## config.mk

```make
export PLATFORM = sky130hd
export DESIGN_NAME = mips_control_muldiv_sequencer
export DESIGN_NICKNAME = d
export VERILOG_FILES = /design/src/rtl/mips_control_muldiv_sequencer_pkg.sv /design/src/rtl/mips_control_muldiv_step.sv /design/src/rtl/mips_control_muldiv_sequencer.sv
export SDC_FILE = /design/constraint.sdc
export NUM_CORES = 1
export LEC_CHECK = 0
export ABC_CLOCK_PERIOD_IN_PS = 7550
export BUFFER_PORTS_ARGS = -buffer_cell sky130_fd_sc_hd__buf_2
export CORE_ASPECT_RATIO = 1.75
export CORE_MARGIN = 1
export CORE_UTILIZATION = 25
export DETAILED_ROUTE_END_ITERATION = 10
export PLACE_DENSITY = 0.52
export SYNTH_ARGS = -nofsm -noshare
export SYNTH_HDL_FRONTEND = slang
export SYNTH_SLANG_ARGS = --single-unit
```

## constraint.sdc

```tcl
create_clock -name clock -period 7.55 [get_ports clock]
set_input_delay 1.1325 -clock clock [delete_from_list [all_inputs] [get_ports clock]]
set_output_delay 1.1325 -clock clock [all_outputs]
set_load 0.02 [all_outputs]
```

## src/rtl/mips_control_muldiv_sequencer_pkg.sv

```systemverilog
`default_nettype none
// ============================================================================
// Module : mips_control_muldiv_sequencer_pkg
// Brief  : Shared types and constants for the HI/LO multiply/divide
//          sequencer: operation codes, operation type, FSM state codes and
//          an operation-class helper.
// Rev    : 1.0  initial release
// ============================================================================
package mips_control_muldiv_sequencer_pkg;

    // Operation code carried from decode/control into the HI/LO unit.
    localparam int OP_W = 3;
    typedef logic [OP_W-1:0] muldiv_op_t;

    localparam muldiv_op_t c_op_none  = 3'd0;
    localparam muldiv_op_t c_op_mult  = 3'd1;
    localparam muldiv_op_t c_op_multu = 3'd2;
    localparam muldiv_op_t c_op_div   = 3'd3;
    localparam muldiv_op_t c_op_divu  = 3'd4;
    localparam muldiv_op_t c_op_mthi  = 3'd5;
    localparam muldiv_op_t c_op_mtlo  = 3'd6;
    // Code 7 is reserved and behaves exactly like c_op_none.

    // Sequencer FSM states.
    localparam logic [1:0] c_st_idle = 2'd0;
    localparam logic [1:0] c_st_run  = 2'd1;
    localparam logic [1:0] c_st_fix  = 2'd2;

    // True for the four operations that occupy the iterative datapath.
    function automatic logic op_is_muldiv(input muldiv_op_t code);
        return (code == c_op_mult) || (code == c_op_multu) ||
               (code == c_op_div)  || (code == c_op_divu);
    endfunction

    // True for any operation that wants the HI/LO resource this cycle.
    function automatic logic op_is_active(input muldiv_op_t code);
        return (code != c_op_none) && (code != 3'd7);
    endfunction

endpackage
`default_nettype wire

```

## src/rtl/mips_control_muldiv_step.sv

```systemverilog
`default_nettype none
// ============================================================================
// Module : mips_control_muldiv_step
// Brief  : One radix-2 iteration on the {acc, q} register pair (purely
//          combinational).
//          Multiply : if q[0], acc += m; then shift the 2W-bit {carry,acc,q}
//                     right by one.
//          Divide   : shift {acc,q} left by one, trial-subtract m from the
//                     upper half, keep the difference and set the quotient
//                     bit when it does not go negative (restoring divide).
// Ports  : is_div   in   1      select divide iteration (else multiply)
//          acc      in   WIDTH  upper half (partial product / remainder)
//          q        in   WIDTH  lower half (multiplier / dividend->quotient)
//          m        in   WIDTH  multiplicand / divisor
//          acc_next out  WIDTH  upper half after this iteration
//          q_next   out  WIDTH  lower half after this iteration
// Rev    : 1.0  initial release
// ============================================================================
module mips_control_muldiv_step #(
    parameter int WIDTH = 32
) (
    input  logic             is_div,
    input  logic [WIDTH-1:0] acc,
    input  logic [WIDTH-1:0] q,
    input  logic [WIDTH-1:0] m,
    output logic [WIDTH-1:0] acc_next,
    output logic [WIDTH-1:0] q_next
);

    logic [WIDTH:0]   w_sum;
    logic [WIDTH:0]   w_add;
    logic [WIDTH:0]   w_shl;
    logic             w_ge;
    logic [WIDTH-1:0] w_diff;

    // Multiply: keep the carry so the right shift does not lose it.
    assign w_sum = {1'b0, acc} + {1'b0, m};
    assign w_add = q[0] ? w_sum : {1'b0, acc};

    // Divide: the shifted partial remainder is one bit wider than m. Since
    // the remainder always stays below m, a successful trial subtraction
    // fits back into WIDTH bits, so a WIDTH-bit difference is exact.
    assign w_shl  = {acc, q[WIDTH-1]};
    assign w_ge   = (w_shl >= {1'b0, m});
    assign w_diff = w_shl[WIDTH-1:0] - m;

    always_comb begin
        acc_next = {w_add[WIDTH:1]};
        q_next   = {w_add[0], q[WIDTH-1:1]};
        if (is_div) begin
            if (w_ge) begin
                acc_next = w_diff;
                q_next   = {q[WIDTH-2:0], 1'b1};
            end else begin
                acc_next = w_shl[WIDTH-1:0];
                q_next   = {q[WIDTH-2:0], 1'b0};
            end
        end
    end

endmodule
`default_nettype wire

```

## src/rtl/mips_control_muldiv_sequencer.sv

```systemverilog
`default_nettype none
// ============================================================================
// Module : mips_control_muldiv_sequencer
// Brief  : Multi-cycle controller for the MIPS HI/LO resource. Accepts one
//          MULT/MULTU/DIV/DIVU at a time, iterates WIDTH cycles on a shared
//          add-shift / restore-subtract step, applies sign correction and
//          writes HI/LO. MTHI/MTLO write directly while idle. Produces the
//          pipeline stall for MFHI/MFLO readers and for new producers.
// Ports  : clock   in   1      clock, all state changes on posedge
//          reset   in   1      synchronous active-high reset
//          op      in   3      operation code (see package)
//          rs      in   WIDTH  multiplicand / dividend / MTHI-MTLO source
//          rt      in   WIDTH  multiplier / divisor
//          readHi  in   1      EX holds MFHI this cycle
//          readLo  in   1      EX holds MFLO this cycle
//          flush   in   1      squash the in-flight operation
//          busy    out  1      sequencer not idle
//          stall   out  1      hold EX and earlier stages this cycle
//          done    out  1      HI/LO take a mul/div result at the next edge
//          hi      out  WIDTH  HI register
//          lo      out  WIDTH  LO register
// Rev    : 1.0  initial release
// ============================================================================
module mips_control_muldiv_sequencer
    import mips_control_muldiv_sequencer_pkg::*;
#(
    parameter int WIDTH = 32
) (
    input  logic             clock,
    input  logic             reset,
    input  logic [2:0]       op,
    input  logic [WIDTH-1:0] rs,
    input  logic [WIDTH-1:0] rt,
    input  logic             readHi,
    input  logic             readLo,
    input  logic             flush,
    output logic             busy,
    output logic             stall,
    output logic             done,
    output logic [WIDTH-1:0] hi,
    output logic [WIDTH-1:0] lo
);

    localparam int CNT_W = (WIDTH > 1) ? $clog2(WIDTH) : 1;
    localparam logic [CNT_W-1:0] c_count_init = CNT_W'(WIDTH - 1);

    // ------------------------------------------------------------------
    // State
    // ------------------------------------------------------------------
    logic [1:0]       r_state;
    logic [CNT_W-1:0] r_count;
    logic [WIDTH-1:0] r_acc;
    logic [WIDTH-1:0] r_q;
    logic [WIDTH-1:0] r_m;
    logic             r_is_div;
    logic             r_neg_res;   // product / quotient must be negated
    logic             r_neg_rem;   // remainder must be negated
    logic [WIDTH-1:0] r_hi;
    logic [WIDTH-1:0] r_lo;

    // ------------------------------------------------------------------
    // Operation decode (only meaningful in IDLE)
    // ------------------------------------------------------------------
    muldiv_op_t       w_op;
    logic             w_signed;
    logic             w_div_op;
    logic             w_rs_neg;
    logic             w_rt_neg;
    logic [WIDTH-1:0] w_rs_mag;
    logic [WIDTH-1:0] w_rt_mag;
    logic             w_div_zero;
    logic             w_start;

    assign w_op       = op;
    assign w_signed   = (w_op == c_op_mult) || (w_op == c_op_div);
    assign w_div_op   = (w_op == c_op_div)  || (w_op == c_op_divu);
    assign w_rs_neg   = w_signed & rs[WIDTH-1];
    assign w_rt_neg   = w_signed & rt[WIDTH-1];
    // The magnitude of the most negative value is itself, which is the
    // correct unsigned magnitude.
    assign w_rs_mag   = w_rs_neg ? -rs : rs;
    assign w_rt_mag   = w_rt_neg ? -rt : rt;
    assign w_div_zero = w_div_op && (rt == '0);
    assign w_start    = (r_state == c_st_idle) && !flush && op_is_muldiv(w_op);

    // ------------------------------------------------------------------
    // Iteration datapath
    // ------------------------------------------------------------------
    logic [WIDTH-1:0] w_acc_next;
    logic [WIDTH-1:0] w_q_next;

    mips_control_muldiv_step #(
        .WIDTH    (WIDTH)
    ) u_step (
        .is_div   (r_is_div),
        .acc      (r_acc),
        .q        (r_q),
        .m        (r_m),
        .acc_next (w_acc_next),
        .q_next   (w_q_next)
    );

    // ------------------------------------------------------------------
    // Sign correction for the FIX cycle
    // ------------------------------------------------------------------
    logic [2*WIDTH-1:0] w_prod;
    logic [2*WIDTH-1:0] w_prod_fix;
    logic [WIDTH-1:0]   w_quo_fix;
    logic [WIDTH-1:0]   w_rem_fix;

    assign w_prod     = {r_acc, r_q};
    assign w_prod_fix = r_neg_res ? -w_prod : w_prod;
    assign w_quo_fix  = r_neg_res ? -r_q : r_q;
    assign w_rem_fix  = r_neg_rem ? -r_acc : r_acc;

    // ------------------------------------------------------------------
    // FSM, operand latches and HI/LO
    // ------------------------------------------------------------------
    always_ff @(posedge clock) begin
        if (reset) begin
            r_state   <= c_st_idle;
            r_count   <= '0;
            r_acc     <= '0;
            r_q       <= '0;
            r_m       <= '0;
            r_is_div  <= 1'b0;
            r_neg_res <= 1'b0;
            r_neg_rem <= 1'b0;
            r_hi      <= '0;
            r_lo      <= '0;
        end else begin
            case (r_state)
                c_st_idle: begin
                    if (w_start) begin
                        r_is_div <= w_div_op;
                        r_count  <= c_count_init;
                        if (w_div_zero) begin
                            // Divide by zero: preload the FIX result
                            // (HI = raw dividend, LO = all ones) with sign
                            // correction disabled, and skip RUN.
                            r_acc     <= rs;
                            r_q       <= '1;
                            r_m       <= '0;
                            r_neg_res <= 1'b0;
                            r_neg_rem <= 1'b0;
                            r_state   <= c_st_fix;
                        end else begin
                            r_acc     <= '0;
                            r_q       <= w_div_op ? w_rs_mag : w_rt_mag;
                            r_m       <= w_div_op ? w_rt_mag : w_rs_mag;
                            r_neg_res <= w_rs_neg ^ w_rt_neg;
                            r_neg_rem <= w_rs_neg;
                            r_state   <= c_st_run;
                        end
                    end else if (!flush) begin
                        if (w_op == c_op_mthi) begin
                            r_hi <= rs;
                        end
                        if (w_op == c_op_mtlo) begin
                            r_lo <= rs;
                        end
                    end
                end

                c_st_run: begin
                    if (flush) begin
                        r_state <= c_st_idle;
                    end else begin
                        r_acc   <= w_acc_next;
                        r_q     <= w_q_next;
                        r_count <= r_count - CNT_W'(1);
                        if (r_count == '0) begin
                            r_state <= c_st_fix;
                        end
                    end
                end

                c_st_fix: begin
                    if (!flush) begin
                        if (r_is_div) begin
                            r_hi <= w_rem_fix;
                            r_lo <= w_quo_fix;
                        end else begin
                            r_hi <= w_prod_fix[2*WIDTH-1:WIDTH];
                            r_lo <= w_prod_fix[WIDTH-1:0];
                        end
                    end
                    r_state <= c_st_idle;
                end

                default: begin
                    r_state <= c_st_idle;
                end
            endcase
        end
    end

    // ------------------------------------------------------------------
    // Outputs
    // ------------------------------------------------------------------
    assign busy  = (r_state != c_st_idle);
    // A squashed instruction must never hold the pipeline.
    assign stall = busy & ~flush & (readHi | readLo | op_is_active(w_op));
    assign done  = (r_state == c_st_fix) & ~flush;
    assign hi    = r_hi;
    assign lo    = r_lo;

endmodule
`default_nettype wire

```

Word level (Yosys, flattened, before mapping) --
Cells that the tools add are included. Widths: inputs -> output; s select.
Storage, ports and cells: output and inout port bits 67, bits of input ports 72, register bits after elaboration 170
Cells by class: multiplexer cells 43, bitwise operators 9, equality and inequality tests 17, $lt $le $gt $ge 1, reductions and logical operators 22, add/subtract/negate cells 8
Operator list (number):
- $mux 32 | 26
- $pmux 32 s2 | 4
- $neg 32->32 | 4
- $mux 64 | 1
- $neg 64->64 | 1
- $add 32x32->33 | 1
- $ge 33x32->1 | 1
- $mux 33 | 1
- $logic_not 32->1 | 1
- $sub 32x32->32 | 1
- $mux 5 | 2
- $ne 2x2->1 const B | 5
- $pmux 5 s2 | 1
- $reduce_and 5->1 | 2
- $eq 3x3->1 const B | 3
- $mux 2 | 4
- $eq 3x2->1 const B | 2
- $ne 3x3->1 const B | 2
- $reduce_bool 2->1 | 3
- $and 1x1->1 | 5
- $logic_not 5->1 | 1
- $logic_or 1x1->1 | 5
- $sub 5x1->5 const B | 1
- $logic_and 1x1->1 | 4
- 14 further kinds | 19

Longest topological paths before layout --
word-level depth 8, gate-level depth with buffers 16, depth with buffers taken out 14

Cells and area by module --
From an unflattened synthesis, not the netlist that was laid out.
Second synthesis, totals: cells, all modules 2224, area total of the unflattened synthesis 16084.2 sq um
Modules (own cells, without submodules):
- mips_control_muldiv_sequencer | cells an instance 1472, times used 1, sequential area each 3403.3 sq um, area an instance 10980.5 sq um
- mips_control_muldiv_step | cells an instance 752, times used 1, sequential area each 0.0 sq um, area an instance 5103.6 sq um

Least setup slack after synthesis --
No wires, ideal clock.
path type input -> register, start input port rt[10], end register r_acc[3], path slack 4.096 ns, data required time 7.476 ns, cell stages on the path 9, arrival 3.380 ns, setup time 0.074 ns, cells stage by stage or4_1 -> nor4_1 -> and2_2 -> nand2_1 -> nor4_2 -> buf_4 -> a21oi_1 -> or4_1 -> a31oi_1
On the way: word-level cells in the longest chain between the ends 5
Ends and longest elaborated chain:
- from (decl) | RTL line mips_control_muldiv_sequencer.sv:33 | input logic [WIDTH-1:0] rt,
- $logic_not 32->1 | RTL line mips_control_muldiv_sequencer.sv:83 | assign w_div_zero = w_div_op && (rt == '0);
- $logic_and 1x1->1 | RTL line mips_control_muldiv_sequencer.sv:83
- $mux 32 | RTL line mips_control_muldiv_sequencer.sv:137 | if (w_div_zero) begin
- $mux 32 | RTL line mips_control_muldiv_sequencer.sv:134 | if (w_start) begin
- $pmux 32 s2 | RTL line mips_control_muldiv_sequencer.sv:132 | case (r_state)
- to (signal assigned) | RTL line mips_control_muldiv_sequencer.sv:141 | r_acc <= rs;
- to (signal assigned) | RTL line mips_control_muldiv_sequencer.sv:169 | r_acc <= w_acc_next;
- to (decl) | RTL line mips_control_muldiv_sequencer.sv:52 | logic [WIDTH-1:0] r_acc;
No other way between the ends. The select of a mux whose other input is x is not followed. A chain may end at the register's enable or synchronous reset.

Final worst setup path --
start input port rt[10], end register r_m[26]
On the way: word-level cells in the longest chain between the ends 4, elaborated cells on any way between the ends 6
Ends and longest elaborated chain:
- $neg 32->32 | RTL line mips_control_muldiv_sequencer.sv:82 | assign w_rt_mag = w_rt_neg ? -rt : rt;
- $mux 32 | RTL line mips_control_muldiv_sequencer.sv:82
- $mux 32 | RTL line mips_control_muldiv_sequencer.sv:150 | r_m <= w_div_op ? w_rt_mag : w_rs_mag;
- $mux 32 (*) | RTL line mips_control_muldiv_sequencer.sv:137
- to (signal assigned) | RTL line mips_control_muldiv_sequencer.sv:150
- to (decl) | RTL line mips_control_muldiv_sequencer.sv:54 | logic [WIDTH-1:0] r_m;
Every way passes the cells marked *; elsewhere a longest branch is shown, timed or not.

==> summary.md <==
| Metric | Value |
|---|---|
| Final ANT Viol Nets | 0 |
| Antenna violations before repair | 2 |
| Die height | 330.5 um |
| DRC | 0 |
| Starting Density | between 20% and 30% |
| HP Class | flop to flop |
| Status | completed |
| Gate power share | roughly two fifths |
| FF-to-FF path depth | 12 |
| Root Driver | clkbuf_16 |
| Layout area overhead | 12.18% |
| Post-CTS Resized | 0 |
| Critical path class | primary input to flop |
| CP delay by family, top | simple AND/OR/NAND/NOR gates |
| Syn Inst Count | between 2000 and 2500 |
| CP bufs+invs | 2 |
| Final #Nets | 2319 |
| Internal | roughly 1.9 mW |
| Clock power share | between 20% and 30% |
| Reg2reg start | r_acc[0] |
| Setup Skew | 0.01350 ns |
| Fill count | about 6700 |
| Switching power share of the total | between 40% and 50% |
| Max stage delay on crit path | around 0.90 ns |
| Async S/R FF share, synth | 0% |
| Number of cell rows | between 100 and 150 |
| Crit path required time | just under 8 ns |
| Crit path depth | 10 |
| Main synth FF type | dfxtp_1 |
| Worst relative slew slack | around a quarter |
| TritonCTS clock tree | done |
| Setup violators final | 0 |
| Die ar. | ~63000 um2 |
| Worst-Skew Late Latency | about 0.46 ns |
| Mapped Area | about 15000 um2 |
| DR pass1 iterations | 6 |
| Post-synth cell types | 84 |
| Routed vias | ~17000 |
| Setup bufs post-CTS | 0 |
| Switch Pwr | around 1.4 mW |
| CTS clk-pin slew, worst paths | 0.07 ns |
| Setup_tns | 0 ns |
| Hold_sp | hi[19] |
| Clock H-tree levels | 4 |
| RSZ-0062 raised after global routing | no |
| Sequential Power Share | around 33% |
| R2R setup slack | about 3.0 ns |
| Gr usage total | 23.94% |
| Hold Path Depth | 1 |
| Synth warnings | 0 |
| Number of global-route vias before repair | approximately 17000 |
| FF+latch count, synth | 170 |
| Sequential area share after synthesis | approximately 22% |
| Post-synth EDFFs | 0 |
| Pleak | approximately 6.8 nW |
| Crit path max-delay cell type | nor4_4 |
| Post-synthesis net count | 2292 |
| Slew @ Worst Pin | around 1.1 ns |
| Crit-path max FO | 23 |
| Max frequency | 212.4 MHz |
| Max_cap viols | 0 |
| Crit path cell chain | buf_2, or4_1, nor4_1, and2_2, nand2_1, nor4_4, buf_4, nand2b_1, nor2_1, a32o_1 |
| GR Overflow Total | 0 |
| CTS max path bufs | 2 |
| Port Buf Inserts | 138 |
| CTS Hold Bufs | 0 |
| Multi-input gate area | about 11000 um2 |
| Die W | 189.7 um |
| Maximum vdd ir drop | 164.8 uV |
| CP arrival | 5.06 ns |
| Mapped Avg Cell Area | 7.178 um2 |
| Via density | 5.651 |
| Critical Path Start | rt[10] |
| Proportion of layout cells with a drive suffix above 1 | between 10 and 15% |
| Final period utilization | between 60% and 70% |
| Core ar. | around 60000 um2 |
| First-pass GRT wire length | around 110000 um |
| Wire per inst | between 20 and 30 um |
| Post-DP HPWL | between 50000 and 60000 um |
| Worst setup SP type | primary input |
| Largest net degree at the start of global routing | 78 |
| Final hold violations | 0 |
| Hold Slack | about 0.46 ns |
| Clock sink count | 170 |
| Pwr dens | approximately 190 nW/um2 |
| DRT Wirelength | 75560 um |
| Ports | approximately 140 |
| Kind of end point of the critical path | flop |
| GPL Wtd Cong | 0.9492 |
| 1st-iter DRT viols | around 1300 |
| Minimum clock period | roughly 4.7 ns |
| Seq. cell area | 3407 um2 |
| TritonCTS buffer count | 17 |
| Max Slew Vio Count | 0 |
sequential cells by signal, summed over array words and instances, names as in the netlist:
register / count
r_q: 32
r_neg_rem: 1
r_count: 5
r_is_div: 1
r_m: 32
lo: 32
r_acc: 32
hi: 32
r_neg_res: 1
r_state: 2
power groups by stage:
stage                     clock network (mW)  registers, mW  logic, mW
after floorplan                            0           1.03      0.976
after global placement                     0           1.09       1.33
after detailed placement                   0           1.09       1.33
after CTS                              0.881           1.07       1.34
after global routing                   0.915           1.08       1.47
final                                  0.871           1.08       1.35
placed cells by master (no fill, tap or decap), types with 25 or more instances in the layout:
cell / synthesis / layout
o31ai_1: 26 / 26
xnor2_1: 100 / 100
o21ai_0: 114 / 113
buf_4: 2 / 33
a211oi_1: 55 / 55
ha_1: 70 / 70
buf_2: 9 / 137
a21o_1: 33 / 33
or3_1: 25 / 25
a21oi_1: 286 / 286
mux2i_1: 60 / 60
inv_1: 65 / 65
nand3_1: 41 / 41
xor2_1: 76 / 76
dfxtp_1: 170 / 169
nor3_1: 58 / 58
nor2_1: 219 / 219
nand2_1: 250 / 249
per-layer routing:
layer  share of wire, %  vias to the layer above  track usage [%]
met4                 10                        2            22.28
met2                 50                      660            42.89
met1                 34                     8052            23.78
li1                   -                     7876                -
met3                4.8                      260            3.306
met5              0.021                        -                0
worst reg2reg max path, delay by kind of cell (launching register included):
family / cells / cell delay [ns]
AO/OA/AOI/OAI: 8 / 2.75
XOR/XNOR: 1 / 0.33
adder cells (fa/ha/maj): 2 / 0.79
flip-flops: 1 / 0.47
AND/OR/NAND/NOR: 1 / 0.09
through the flow:
step                util (%)  instances  cell area [um2]  setup WS, ns  power [mW]
finish                 28.30       2982            17300         2.841       3.303
floorplan                  -       2148            15420         4.096       2.002
global placement       27.39       2949            16730         2.513       2.418
global route           28.30       2982            17300         2.543       3.463
detailed placement     27.39       2949            16730         2.450       2.423
CTS                    28.30       2981            17290         2.918       3.291
logic make-up (layout without fill, tap and decap cells):
| family | Yosys count | in the layout | synth area share, % |
|---|---|---|---|
| AOI/OAI and AO/OA | 716 | 716 | 29.85 |
| and+or+nand+nor | 712 | 712 | 21.18 |
| buffers and inverters | 227 | 267 | 5.965 |
| xor gates and xnor gates | 176 | 176 | 9.998 |
| DFF | 170 | 170 | 22.07 |
| muxes | 75 | 75 | 4.991 |
| adders and majority gates | 72 | 72 | 5.941 |
| other | 0 | 1 | 0 |
synth_stat cells, types with 12 or more instances:
cell type    n  share of area, %
a31oi_1     23              0.93
clkbuf_1   130               3.2
xnor2_1    100               5.7
ha_1        70               5.7
nor2_1     219               5.3
mux2i_1     60               3.9
nor3_1      58               1.9
a221o_1     15              0.97
a221oi_1    19               1.1
nand3_1     41               1.3
and2_1      13              0.53
a22o_1      12              0.68
o211ai_1    18              0.88
mux2_2      15               1.1
a21o_1      33               1.6
xor2_1      76               4.3
o21ai_0    114               3.7
dfxtp_1    170                22
o31ai_1     26               1.3
o41ai_1     20               1.1
a211oi_1    55               2.7
a21oi_1    286               9.3
or3_1       25               1.0
nand2b_1    17              0.69
nor4_1      19              0.77
buf_1       16              0.39
inv_1       65               1.6
nand4_1     12              0.49
nand2_1    250               6.1
and3_1      15              0.61
final cells by class:
class | count | share of cell area [%]
diodes | 1 | 0.01447
clock buffers | 20 | 2.641
clock inverters | 12 | 0.5860
inverters | 65 | 1.411
multi-input cells | 1751 | 64.52
flip-flops and latches | 170 | 19.70
well taps | 793 | 5.737
repair buffers | 170 | 5.397
worst paths after layout:
path                                  end
worst max-delay path              r_m[26]
worst min-delay path               hi[19]
worst max register to register  r_acc[29]
worst min register to register     hi[19]
Power figures use the tool's default switching activity.
